$ cat src/rtl/spi_mem_pkg.sv
// Shared types and defaults for the SPI memory sequencer and its bit counter.
package spi_mem_pkg;

    localparam int   ADDR_W_DEF = 7;
    localparam int   DATA_W_DEF = 8;
    localparam int   RW_BIT     = 0;
    localparam logic CMD_READ   = 1'b1;

    typedef enum logic [3:0] {
        ST_IDLE      = 4'd0,
        ST_CMD       = 4'd1,
        ST_DECODE    = 4'd2,
        ST_RD_FETCH  = 4'd3,
        ST_RD_LOAD   = 4'd4,
        ST_RD_SHIFT  = 4'd5,
        ST_RD_NEXT   = 4'd6,
        ST_WR_SHIFT  = 4'd7,
        ST_WR_COMMIT = 4'd8,
        ST_DONE      = 4'd9
    } state_e;

    // States in which SCLK rising edges advance the bit counter.
    function automatic logic is_count_state(input state_e st);
        return (st == ST_CMD) || (st == ST_WR_SHIFT) || (st == ST_RD_SHIFT);
    endfunction

endpackage

$ cat src/rtl/spi_bit_counter.sv
// Saturating 0..DATA_W bit counter; 'last' flags the pulse that completes a byte.
module spi_bit_counter #(
    parameter int DATA_W = 8,
    parameter int CNT_W  = $clog2(DATA_W + 1)
) (
    input  logic             clk,
    input  logic             rst_n,
    input  logic             clr,
    input  logic             en,
    output logic [CNT_W-1:0] cnt,
    output logic             last
);

    localparam logic [CNT_W-1:0] CNT_MAX  = CNT_W'(DATA_W);
    localparam logic [CNT_W-1:0] CNT_LAST = CNT_W'(DATA_W - 1);

    logic [CNT_W-1:0] cnt_d;
    logic [CNT_W-1:0] cnt_q;

    // Next count: clear has priority over increment.
    always_comb begin
        cnt_d = cnt_q;
        if (clr) begin
            cnt_d = {CNT_W{1'b0}};
        end else if (en && (cnt_q != CNT_MAX)) begin
            cnt_d = cnt_q + {{(CNT_W-1){1'b0}}, 1'b1};
        end else begin
            cnt_d = cnt_q;
        end
    end

    // Count register.
    always_ff @(posedge clk or negedge rst_n) begin
        if (!rst_n) begin
            cnt_q <= {CNT_W{1'b0}};
        end else begin
            cnt_q <= cnt_d;
        end
    end

    assign cnt  = cnt_q;
    assign last = en && (cnt_q == CNT_LAST);

endmodule

$ cat src/rtl/spi_mem_sequencer.sv
// Clock-domain sequencer for a mode-0 SPI slave memory: decodes the command byte
// and runs single or burst read/write transfers with an auto-incrementing address.
module spi_mem_sequencer
    import spi_mem_pkg::*;
#(
    parameter int ADDR_W   = ADDR_W_DEF,
    parameter int DATA_W   = DATA_W_DEF,
    parameter int BURST_EN = 1,
    parameter int RD_LAT   = 1
) (
    input  logic              clk,
    input  logic              rst_n,
    input  logic              cs,
    input  logic              sclk_pos,
    input  logic              sclk_neg,
    input  logic [DATA_W-1:0] sr_pout,
    output logic              sr_shift_en,
    output logic              sr_load,
    output logic [ADDR_W-1:0] addr,
    output logic              dm_we,
    output logic              miso_oe,
    output logic              busy,
    output logic              abort
);

    localparam int               CNT_W     = $clog2(DATA_W + 1);
    localparam logic [1:0]       WAIT_LAST = 2'(RD_LAT - 1);
    localparam logic [ADDR_W-1:0] ADDR_ONE = {{(ADDR_W-1){1'b0}}, 1'b1};

    state_e            state_q, state_d;
    logic [ADDR_W-1:0] addr_q, addr_d;
    logic [1:0]        wait_q, wait_d;
    logic              sr_load_q, sr_load_d;
    logic              dm_we_q, dm_we_d;
    logic              miso_oe_q, miso_oe_d;
    logic              busy_q, busy_d;
    logic              abort_q, abort_d;

    logic              cnt_en_s;
    logic              cnt_clr_s;
    logic              cnt_last_s;
    logic [CNT_W-1:0]  cnt_s;

    spi_bit_counter #(
        .DATA_W (DATA_W),
        .CNT_W  (CNT_W)
    ) u_bit_counter (
        .clk   (clk),
        .rst_n (rst_n),
        .clr   (cnt_clr_s),
        .en    (cnt_en_s),
        .cnt   (cnt_s),
        .last  (cnt_last_s)
    );

    // Next-state, address and registered-output decode.
    always_comb begin
        state_d = state_q;
        addr_d  = addr_q;
        abort_d = 1'b0;
        if (cs) begin
            // Deselect wins over everything, including a byte-completing SCLK edge.
            state_d = ST_IDLE;
            abort_d = (is_count_state(state_q) && (cnt_s != {CNT_W{1'b0}})) ||
                      (state_q inside {ST_DECODE, ST_RD_FETCH, ST_RD_LOAD});
            if ((state_q == ST_RD_NEXT) || (state_q == ST_WR_COMMIT)) begin
                addr_d = addr_q + ADDR_ONE;
            end else begin
                addr_d = addr_q;
            end
        end else begin
            case (state_q)
                ST_IDLE:     state_d = ST_CMD;
                ST_CMD:      state_d = cnt_last_s ? ST_DECODE : ST_CMD;
                ST_DECODE: begin
                    addr_d  = sr_pout[DATA_W-1:1];
                    state_d = (sr_pout[RW_BIT] == CMD_READ) ? ST_RD_FETCH : ST_WR_SHIFT;
                end
                ST_RD_FETCH: state_d = (wait_q == WAIT_LAST) ? ST_RD_LOAD : ST_RD_FETCH;
                ST_RD_LOAD:  state_d = ST_RD_SHIFT;
                ST_RD_SHIFT: state_d = cnt_last_s ? ST_RD_NEXT : ST_RD_SHIFT;
                ST_RD_NEXT: begin
                    addr_d  = addr_q + ADDR_ONE;
                    state_d = (BURST_EN != 0) ? ST_RD_FETCH : ST_DONE;
                end
                ST_WR_SHIFT: state_d = cnt_last_s ? ST_WR_COMMIT : ST_WR_SHIFT;
                ST_WR_COMMIT: begin
                    addr_d  = addr_q + ADDR_ONE;
                    state_d = (BURST_EN != 0) ? ST_WR_SHIFT : ST_DONE;
                end
                ST_DONE:     state_d = ST_DONE;
                default:     state_d = ST_IDLE;
            endcase
        end

        wait_d    = ((state_q == ST_RD_FETCH) && (state_d == ST_RD_FETCH)) ? (wait_q + 2'd1) : 2'd0;
        sr_load_d = (state_d == ST_RD_LOAD);
        dm_we_d   = (state_d == ST_WR_COMMIT);
        miso_oe_d = (state_d == ST_RD_SHIFT);
        busy_d    = (state_d != ST_IDLE);
        cnt_clr_s = (state_d != state_q);
        cnt_en_s  = !cs && sclk_pos && is_count_state(state_q);
    end

    // State and registered outputs.
    always_ff @(posedge clk or negedge rst_n) begin
        if (!rst_n) begin
            state_q   <= ST_IDLE;
            addr_q    <= {ADDR_W{1'b0}};
            wait_q    <= 2'd0;
            sr_load_q <= 1'b0;
            dm_we_q   <= 1'b0;
            miso_oe_q <= 1'b0;
            busy_q    <= 1'b0;
            abort_q   <= 1'b0;
        end else begin
            state_q   <= state_d;
            addr_q    <= addr_d;
            wait_q    <= wait_d;
            sr_load_q <= sr_load_d;
            dm_we_q   <= dm_we_d;
            miso_oe_q <= miso_oe_d;
            busy_q    <= busy_d;
            abort_q   <= abort_d;
        end
    end

    // Reads shift out on the falling edge; command and write data sample on the rising edge.
    assign sr_shift_en = !cs && ((sclk_pos && ((state_q == ST_CMD) || (state_q == ST_WR_SHIFT))) ||
                                 (sclk_neg && (state_q == ST_RD_SHIFT)));
    assign sr_load = sr_load_q;
    assign addr    = addr_q;
    assign dm_we   = dm_we_q;
    assign miso_oe = miso_oe_q;
    assign busy    = busy_q;
    assign abort   = abort_q;

endmodule
$ cat config.mk
export PLATFORM = sky130hd
export DESIGN_NAME = spi_mem_sequencer
export DESIGN_NICKNAME = d
export VERILOG_FILES = /design/src/rtl/spi_mem_pkg.sv /design/src/rtl/spi_bit_counter.sv /design/src/rtl/spi_mem_sequencer.sv
export SDC_FILE = /design/constraint.sdc
export NUM_CORES = 1
export LEC_CHECK = 0
export CORE_UTILIZATION = 30
export CTS_BUF_LIST = sky130_fd_sc_hd__clkbuf_8
export DETAILED_ROUTE_END_ITERATION = 12
export GPL_ROUTABILITY_DRIVEN = 0
export GPL_TIMING_DRIVEN = 0
export PLACE_DENSITY = 0.55
export SYNTH_ARGS = -nofsm -noshare
export SYNTH_HDL_FRONTEND = slang
export SYNTH_SLANG_ARGS = --single-unit
$ cat constraint.sdc
create_clock -name clk -period 2.4 [get_ports clk]
set_clock_uncertainty 0.2 [all_clocks]
set_input_delay 0.48 -clock clk [delete_from_list [all_inputs] [get_ports clk]]
set_output_delay 0.48 -clock clk [all_outputs]
set_load 0.01 [all_outputs]
## After elaboration in Yosys (flattened, before gate mapping)

Index checks and enable logic that the tools add are counted.

- Memories: 0
- Register bits after elaboration: 22
- Bits in latches: 0
- Output and inout bits: 13
- ROM bits: 0
- Bits in writable memories: 0

- Muxes and demuxes: 14
- Shifts and indexed selects: 0
- Divide/modulo/power cells: 0
- Multipliers: 0
- Equal/unequal tests: 17
- Reductions and logical operators: 24
- Add/sub/neg operators: 3
- $lt $le $gt $ge: 0
- Bitwise operators: 0

Operators with widths:

| kind | count |
|---|---|
| case mux 4 bit (10 select lines) | 1 |
| equality test 4 x 3 -> 1 bit, second input constant | 7 |
| 2-to-1 mux 4 bit | 4 |
| 2-to-1 mux 7 bit | 2 |
| case mux 7 bit (2 select lines) | 1 |
| equality test 4 x 2 -> 1 bit, second input constant | 3 |
| equality test 4 bit, second input constant | 3 |
| logical AND 1 bit | 9 |
| nonzero test 4 bit | 2 |
| adder 7 x 1 -> 7 bit, second input constant | 1 |
| 2-to-1 mux 2 bit | 3 |
| 2-to-1 mux 3 bit | 2 |
| nonzero test 3 bit | 2 |
| logical OR 1 bit | 5 |
| adder 4 x 1 -> 4 bit, second input constant | 1 |
| equality test 4 x 1 -> 1 bit, second input constant | 1 |
| logical NOT 4 bit | 1 |
| inequality test 4 bit | 1 |
| inequality test 4 bit, second input constant | 1 |
| adder 2 x 1 -> 2 bit, second input constant | 1 |
| logical NOT 2 bit | 1 |
| inequality test 2 x 1 -> 1 bit, second input constant | 1 |
| AND reduction 2 bit | 1 |
| nonzero test 2 bit | 1 |
| 3 further kinds | 3 |

## Logic depth before layout (Yosys ltp)

Gate-level depths: netlist of the first run.

- Depth after elaboration: 11
- Gate-level depth with buffers: 6

## Cells and area by module

Synthesis of the first run repeated with hierarchy kept, for this count alone.

- Cells, all modules: 151
- Area, all modules: 1,348.8 µm²

Modules (own cells, without submodules):

| module | cells each | area each (µm²) | instances |
|---|---|---|---|
| spi_mem_sequencer | 127 | 1,112.3 | 1 |
| spi_bit_counter | 24 | 236.5 | 1 |

## Worst setup path before layout of the first run

Ideal clock, no wire load.

- Path kind: register to register
- Start: register state_q[2]
- End: register addr_q[3] (netlist: addr[3])
- Setup slack: 0.487 ns
- Clock period less this slack: 1.913 ns
- Data required time: 2.089 ns
- Stages on the path, launching flop included: 6
- Arrival: 1.601 ns
- Cells stage by stage: dfrtp_1 or3b_1 a21boi_4 or2_1 clkbuf_2 a222oi_1

- Word-level cells in the longest chain between the ends: 4
- Elaborated cells on any way between the ends: 10
- Classes of those cells: eq/ne (4); mux (2); reduce/logical (4)

RTL lines:

| item | line | source |
|---|---|---|
| start, declared | spi_mem_sequencer.sv:30 | `state_e state_q, state_d;` |
| start signal, assigned | spi_mem_sequencer.sv:117 | `state_q <= state_d;` |
| equality test 4 x 3 -> 1 bit / equality test 4 bit (equally long branches) | spi_mem_sequencer.sv:66, spi_mem_sequencer.sv:72 |  |
| OR reduction 2 bit (no source line) / logical OR 1 bit (equally long branches) | - |  |
| case mux 7 bit (2 select lines), or another cell as far along | spi_mem_sequencer.sv:72 | `case (state_q)` |
| 2-to-1 mux 7 bit / AND reduction 2 bit (equally long branches) | - |  |
| end signal, assigned | spi_mem_sequencer.sv:109 | `addr_q <= {ADDR_W{1'b0}};` |
| end signal, assigned | spi_mem_sequencer.sv:118 | `addr_q <= addr_d;` |
| end, declared | spi_mem_sequencer.sv:31 | `logic [ADDR_W-1:0] addr_q, addr_d;` |

Several ways; a longest one is shown, not always the timed one.
A chain may end at the register's enable or synchronous reset.

## Worst setup path in the final report of the first run

- Start: input port cs
- End: output port sr_shift_en

- Word-level cells in the longest chain between the ends: 2

RTL lines:

| item | line | source |
|---|---|---|
| start, declared | spi_mem_sequencer.sv:13 | `input logic cs,` |
| logical NOT 1 bit | spi_mem_sequencer.sv:129 | `assign sr_shift_en = !cs && ((sclk_pos && ((state_q == ST_CMD) \|\| (state_q == ST_WR_SHIFT))) \|\|` |
| logical AND 1 bit | spi_mem_sequencer.sv:129 |  |
| end, declared | spi_mem_sequencer.sv:17 | `output logic sr_shift_en,` |

Every way passes these cells.

==> results of run 1 <==
## report_power, final
part / leakage [nW] / total [mW] / switching (mW) / internal, mW
logic: 0.439 / 0.128 / 0.0596 / 0.0688
clock network: 0.0216 / 0.231 / 0.119 / 0.112
registers: 0.290 / 0.401 / 0.0161 / 0.385
## registers in the layout, summed over array words and instances, names as in the netlist
register and count:
busy 1, u_bit_counter.cnt 4, wait_q 2, miso_oe 1
dm_we 1, addr 7, abort 1, sr_load 1
state_q 4
## cell families after synthesis
kind of cell	count (synthesis)
AOI/OAI and AO/OA	39
adders and majority gates	4
xor gates and xnor gates	2
buffers and inverters	23
DFF	22
and+or+nand+nor	60
muxes	5
## cell usage after synthesis (2+ instances only)
| cell type | count | share of area, % |
|---|---|---|
| a21oi_1 | 5 | 1.8 |
| o22a_1 | 2 | 1.2 |
| nor3_1 | 4 | 1.4 |
| ha_1 | 4 | 3.5 |
| o211ai_1 | 3 | 1.6 |
| clkbuf_1 | 5 | 1.3 |
| nand3_1 | 4 | 1.4 |
| nor2b_1 | 3 | 1.3 |
| o31ai_1 | 3 | 1.6 |
| or2_2 | 3 | 1.3 |
| a211oi_1 | 2 | 1.1 |
| nand2_1 | 7 | 1.9 |
| inv_1 | 15 | 4.0 |
| nand2b_1 | 5 | 2.2 |
| nor4b_1 | 2 | 1.2 |
| dfrtp_1 | 22 | 39 |
| buf_2 | 2 | 0.71 |
| o21ai_0 | 6 | 2.1 |
| a31oi_1 | 2 | 0.88 |
| nand3b_1 | 2 | 1.1 |
| and3_1 | 5 | 2.2 |
| a222oi_1 | 3 | 2.1 |
| mux2i_1 | 4 | 2.8 |
| a211o_1 | 2 | 1.2 |
| nor2_1 | 10 | 2.6 |
| nor3b_1 | 2 | 1.1 |
## stage by stage
step	hold slack, ps	cells	setup WS (ps)
2_1_floorplan	-15.6	155	487
3_3_place_gp	325	232	-247
3_5_place_dp	338	232	-259
4_1_cts	352	235	4.75
5_1_grt	368	235	8.20
6_report	349	235	56.9
## worst min-delay path: cells and delay by family (launching register included)
family,cells,cell delay [ps]
DFF,1,330
buffers and inverters,1,50
and+or+nand+nor,1,140
## layer usage
metal  track usage [%]  vias up
met5                 0        -
met4              5.78        0
met3              2.14        4
met2              25.7       48
met1              17.8      635
li1                  -      626
## final cells by class
cell class	instances	share of cell area, %
Clock buffer	3	2.31
Timing Repair Buffer	25	14.1
Tap cell	52	3.64
Multi-Input combinational cell	110	43.7
Sequential cell	22	30.9
Inverter	15	3.15
Buffer	8	2.17
## final timing paths
| check | from | endpoint | slack [ps] | cells after the start |
|---|---|---|---|---|
| worst max-delay path | cs | sr_shift_en | 60 | 4 |
| worst min-delay path | wait_q[0] | wait_q[0] | 350 | 2 |
| worst max register to register | state_q[0] | addr[6] | 150 | 4 |
| worst min register to register | wait_q[0] | wait_q[0] | 350 | 2 |
| max in group asynchronous | rst_n | state_q[2] | 710 | 1 |
| min in group asynchronous | rst_n | addr[2] | 590 | 1 |
==> impl_metrics.env, run 1 <==
export IMPL_clock_sinks=22
export IMPL_root_buffer="clkbuf_8"
export IMPL_synthXorXnorAreaFrac_pct=1.24
export IMPL_synthCells=155
export IMPL_wl_met2_um=1670
export IMPL_final_common_cell="clkdlybuf4s50_1"
export IMPL_clk_transition_reported_paths_ps=70
export IMPL_tightest_slew_ps=1050
export IMPL_timing_fmax_ghz=0.427
export IMPL_fin_crit_ps=2340
export IMPL_ant_nets=0
export IMPL_synthesis_nets=172
export IMPL_synth_compound_area_share_pct=21.2
export IMPL_diodes=0
export IMPL_routed_wl_met3_um=182
export IMPL_crit_required_ps=1720
export IMPL_violations="DRC"
export IMPL_crit_path_max_fanout=10
export IMPL_synth_edff_count=0
export IMPL_fp_row_count=24
export IMPL_path_class="in2out"
export IMPL_cap_violations=0
export IMPL_fin_setup_tns_ps=0
export IMPL_portBuffers=25
export IMPL_rsz0062_at_grt="no"
export IMPL_initial_core_util_pct=31.9
export IMPL_outcome="finished with violations"
export IMPL_crit_buf_inv=3
export IMPL_vdd_drop_max_uv=172
export IMPL_avgViaCountPerCell=5.59
export IMPL_setup_worst_path_start_class="primary input"
export IMPL_async_reset_ff_share_pct=100
export IMPL_synth_ff_type="dfrtp_1"
export IMPL_syn_area_um2=1420
export IMPL_ys_seq_elements=22
export IMPL_synthSimpleGateAreaFrac_pct=25.2
export IMPL_power_density_nw_per_um2=426
export IMPL_top_layer_used="met4"
export IMPL_drt_wl_total_um=3440
export IMPL_antenna_found_initial=0
export IMPL_drt_iter0_markers=76
export IMPL_overflow=0
export IMPL_crit_slowest_cell="clkdlybuf4s50_1"
export IMPL_syn_area_per_cell_um2=9.15
export IMPL_design_area_um2=1790
export IMPL_core_um2=4440
export IMPL_n_fill_cell=456
export IMPL_total_power_mw=0.761
export IMPL_worstHoldPathType="reg2reg"
export IMPL_grtUsageTotal_pct=14.5
export IMPL_vias=1313
export IMPL_die_h_um=70.7
export IMPL_cpPeakStageDelay_ps=470
export IMPL_finalSetupViolCount=0
export IMPL_m1WireLength_um=1550
export IMPL_area_growth_pct=25.9
export IMPL_postLayoutCoreUtil_pct=40.2
export IMPL_grt_max_degree=23
export IMPL_leakagePower_nw=0.750
export IMPL_most_common_layout_cells="23 x clkdlybuf4s50_1, 21 x dfrtp_1, 15 x inv_1, 10 x nor2_1, 7 x nand2_1"
export IMPL_cts_buffer_depth=2
export IMPL_ctsResizeCount=4
export IMPL_cts_tree="done"
export IMPL_grt_pass1_wl_um=5770
export IMPL_htreeDepth=1
export IMPL_nets=202
export IMPL_place_area_um2=1730
export IMPL_yosysSeqAreaShare_pct=38.8
export IMPL_fin_crit_sh_pct=97.6
export IMPL_cp_data_arrival_time_ps=1660
export IMPL_post_cts_buffers=0
export IMPL_hold_violations=0
export IMPL_synthAdderAreaFrac_pct=3.53
export IMPL_cp_end_kind="output pin"
export IMPL_multi_input_area_um2=781
export IMPL_slew_violations=0
export IMPL_cts_buffers=3
export IMPL_dr_pass1_iters=8
export IMPL_synth_top_family_by_area="simple AND/OR/NAND/NOR gates"
export IMPL_seq_area_um2=552
export IMPL_dp_hpwl_um=2570
export IMPL_critPathTopFamily="buffers and inverters"
export IMPL_routedWlPerCell_um=14.6
export IMPL_grt_pass1_vias=1253
export IMPL_relSlewSlack_pct=30.0
export IMPL_design_portCount=26
export IMPL_ys_types=54
export IMPL_drc=9
export IMPL_die_area_um2=5000
export IMPL_synth_mux_area_share_pct=3.62
export IMPL_dieWidth_um=70.7
export IMPL_drive_gt1_share_pct=9.84
export IMPL_yosysWarnings=0
export IMPL_worstPathCellList="clkdlybuf4s50_1, clkbuf_2, nor3_1, dlygate4sd2_1"
export IMPL_cts_hold_buffers=0
export IMPL_clk_latency_ps=260
(Power assumes the default switching activity.)
==> inputs of run 2 (changes only) <==
- ABC_CLOCK_PERIOD_IN_PS: not set -> 2400
==> results of run 2 <==
The final DEF is identical to that of run 1; final timing and power are the same.
==> inputs of run 3 (changes only) <==
- DONT_BUFFER_PORTS: not set -> 1
- PLACE_DENSITY: 0.55 -> 0.48
- SYNTH_HIERARCHICAL: not set -> 1
==> run 3 against run 2 <==
Effect of this change:
- the flow finishes with violations (setup timing)
- non-clock buffer count down 14
- register-to-register slack worse by 480 ps
- die area down 4.7%
- global-route usage up 0.25 points
- maximum frequency down 14%
- worst setup slack worse by 390 ps
- critical path depth up 7
- count of clock-buffer cells in the layout up 1
- design area down 4.3%
- clock power up 15%
- critical path type is now reg2reg
==> impl_metrics.env, run 3 <==
export IMPL_synthCells=151
export IMPL_ant_nets=0
export IMPL_drive_gt1_share_pct=27.7
export IMPL_fin_crit_ps=2730
export IMPL_synth_edff_count=0
export IMPL_nets=184
export IMPL_post_synth_top_count_cell="dfrtp_1"
export IMPL_synth_top_area_share_pct=40.8
export IMPL_outcome="finished with violations"
export IMPL_crit_buf_inv=1
export IMPL_fp_row_count=24
export IMPL_p_seq_share_pct=54.5
export IMPL_grt_pass1_vias=1172
export IMPL_overflow=0
export IMPL_vdd_drop_max_uv=162
export IMPL_clock_sinks=22
export IMPL_leakagePower_nw=0.713
export IMPL_worstReg2RegEnd="u_bit_counter/cnt[0]"
export IMPL_slew_violations=0
export IMPL_clk_latency_ps=260
export IMPL_area_growth_pct=26.6
export IMPL_async_reset_ff_share_pct=100
export IMPL_final_common_cell="dfrtp_1"
export IMPL_finalSetupViolCount=6
export IMPL_yosysWarnings=6
export IMPL_yosysSeqAreaShare_pct=40.8
export IMPL_dr_pass1_iters=4
export IMPL_synth_ff_type="dfrtp_1"
export IMPL_finalWorstSetupSlack_ps=-329
export IMPL_reg2reg_slack_ps=-330
export IMPL_die_h_um=69.1
export IMPL_ys_seq_elements=22
export IMPL_core_um2=4320
export IMPL_synthTopCellsByArea="dfrtp_1 41%, a21oi_1 6.3%, ha_1 3.7%, nor2_1 3.6%, nand2b_1 3.2%"
export IMPL_vias=1175
export IMPL_setup_worst_path_start_class="register"
export IMPL_dp_slack_ps=-844
export IMPL_root_buffer="clkbuf_8"
export IMPL_power_frac_clock_pct=35.1
export IMPL_drt_iter0_markers=23
export IMPL_ys_types=42
export IMPL_die_area_um2=4770
export IMPL_combPwrFrac_pct=10.4
export IMPL_grt_max_degree=23
export IMPL_yosysTopAreaCell="dfrtp_1"
export IMPL_htreeDepth=1
export IMPL_cp_end_kind="register"
export IMPL_crit_top_cell="nor3b_4"
export IMPL_rsz0062_at_grt="yes"
export IMPL_routedWlPerCell_um=15.3
export IMPL_most_common_layout_cells="20 x dfrtp_1, 14 x a21oi_1, 12 x buf_4, 11 x nor2_1, 10 x inv_1"
export IMPL_total_power_mw=0.757
export IMPL_syn_area_um2=1350
export IMPL_cts_buffers=3
export IMPL_cp_startpoint="state_q[3]"
export IMPL_timing_fmax_ghz=0.366
export IMPL_path_depth=11
export IMPL_diodes=0
export IMPL_largest_reg_flops=7
export IMPL_drc=0
export IMPL_internal_power_mw=0.569
export IMPL_violations="setup timing"
export IMPL_crit_required_ps=2350
export IMPL_relSlewSlack_pct=29.9
export IMPL_drt_wl_total_um=3340
export IMPL_swShare_pct=24.9
export IMPL_cts_buffer_depth=2
export IMPL_postLayoutCoreUtil_pct=39.5
export IMPL_dieWidth_um=69.1
export IMPL_avgViaCountPerCell=5.39
export IMPL_tightest_slew_ps=1050
export IMPL_crit_path_max_fanout=5
export IMPL_cap_violations=0
export IMPL_cts_tree="done"
export IMPL_syn_area_per_cell_um2=8.93
export IMPL_cp_data_arrival_time_ps=2680
export IMPL_worstHoldPathType="in2reg"
export IMPL_reg2regPathDepth=11
export IMPL_grtUsageTotal_pct=14.8
export IMPL_cpPeakStageDelay_ps=420
export IMPL_power_density_nw_per_um2=443
export IMPL_design_portCount=26
export IMPL_placed_cells=203
export IMPL_grt_pass1_wl_um=5760
export IMPL_cp_endpoint="u_bit_counter/cnt[0]"
export IMPL_netlist_top_cells_count="22 x dfrtp_1, 17 x a21oi_1, 13 x nor2_1"
export IMPL_path_class="reg2reg"
export IMPL_critPathTopFamily="simple AND/OR/NAND/NOR gates"
export IMPL_r2r_start="state_q[3]"
export IMPL_dp_hpwl_um=2240
export IMPL_hold_violations=0
export IMPL_n_fill_cell=437
export IMPL_final_cells=218
export IMPL_antenna_found_initial=0
export IMPL_fin_hold_ws_ps=74.7
export IMPL_fin_crit_sh_pct=114
export IMPL_min_delay_start="cs"
export IMPL_p_sw_mw=0.188
export IMPL_crit_slowest_cell="dfrtp_1"
export IMPL_synthesis_nets=168
export IMPL_initial_core_util_pct=31.2
export IMPL_worstPathCellList="clkbuf_16, nor4b_4, nand2_2, nor3b_4, nand2b_4, a21oi_2, o31a_2, nor3b_4, o22ai_4, nor2_1, mux2_4"
export IMPL_portBuffers=0
export IMPL_clk_transition_reported_paths_ps=80
-- run 3: cell types whose count changed after synthesis, moves of 4 or more --
| cell | previous run | this run |
|---|---|---|
| a21oi_1 | 5 | 17 |
| inv_1 | 15 | 10 |
| nor3_1 | 4 | 8 |
| o21ai_0 | 6 | 2 |
-- run 3: routing by layer --
layer | vias to the layer above | global-route usage (%) | wire length, um
li1 | 568 | - | -
met3 | 7 | 3.36 | 207
met5 | - | 0 | 0
met4 | 0 | 6.12 | 70
met1 | 559 | 18.8 | 1520
met2 | 41 | 24.1 | 1550
-- run 3: cell families (layout without fill, tap and decap cells) --
family                     Yosys count  after routing  share of synthesized area [%]
and+or+nand+nor                     61             61                           24.9
AOI/OAI and AO/OA                   41             41                           20.8
DFF                                 22             22                           40.8
buffers and inverters               18             33                           5.75
adders and majority gates            4              4                           3.71
muxes                                4              4                           3.43
xor gates and xnor gates             1              1                          0.649
-- run 3: cell type report --
type,instances,area (um2),area share (%)
inverters,10,37.5,2.20
well taps,52,65.1,3.81
clock buffers,4,55.1,3.22
flip-flops and latches,22,553,32.4
repair buffers,13,100,5.86
plain buffers,6,58.8,3.44
multi-input cells,111,838,49.1
-- run 3: worst min-delay path by stage --
| stage | end | slack (ps) | cells past startpoint |
|---|---|---|---|
| floorplan | abort | -20 | 0 |
| global placement | addr[0] | -20 | 0 |
| detailed placement | addr[1] | -20 | 0 |
| CTS | state_q[1] | 80 | 1 |
| global route | state_q[1] | 60 | 1 |
| finish | state_q[1] | 70 | 1 |
-- run 3: power groups by stage --
stage                     registers, mW  clock network [mW]  logic [mW]
after floorplan                   0.415                   0      0.0496
after global placement            0.420                   0      0.0575
after detailed placement          0.422                   0      0.0587
after CTS                         0.413               0.277      0.0743
after global routing              0.415               0.293      0.0879
final                             0.413               0.266      0.0784
-- run 3: repair_timing --
action	in CTS	in global routing
hold buffers	1	0
setup endpoints to repair	11	12
pin swaps	9	7
buffers inserted	10	2
cloned	0	0
gates resized for setup	11	10
endpoints found under the hold margin	22	0
-- run 3: worst register-to-register path, delay by kind of cell, from the launching register on --
family                 cells  cell delay, ps
AND/OR/NAND/NOR            6            1020
AO/OA/AOI/OAI              3             530
flip-flops                 1             420
multiplexers               1             260
buffers and inverters      1             170
-- run 3: per-stage QoR --
stage          TNS [ps]  area (um2)
2_1_floorplan     -1170        1400
3_3_place_gp      -4550        1470
3_5_place_dp      -4570        1470
4_1_cts           -2050        1650
5_1_grt           -2490        1710
6_report          -1340        1710
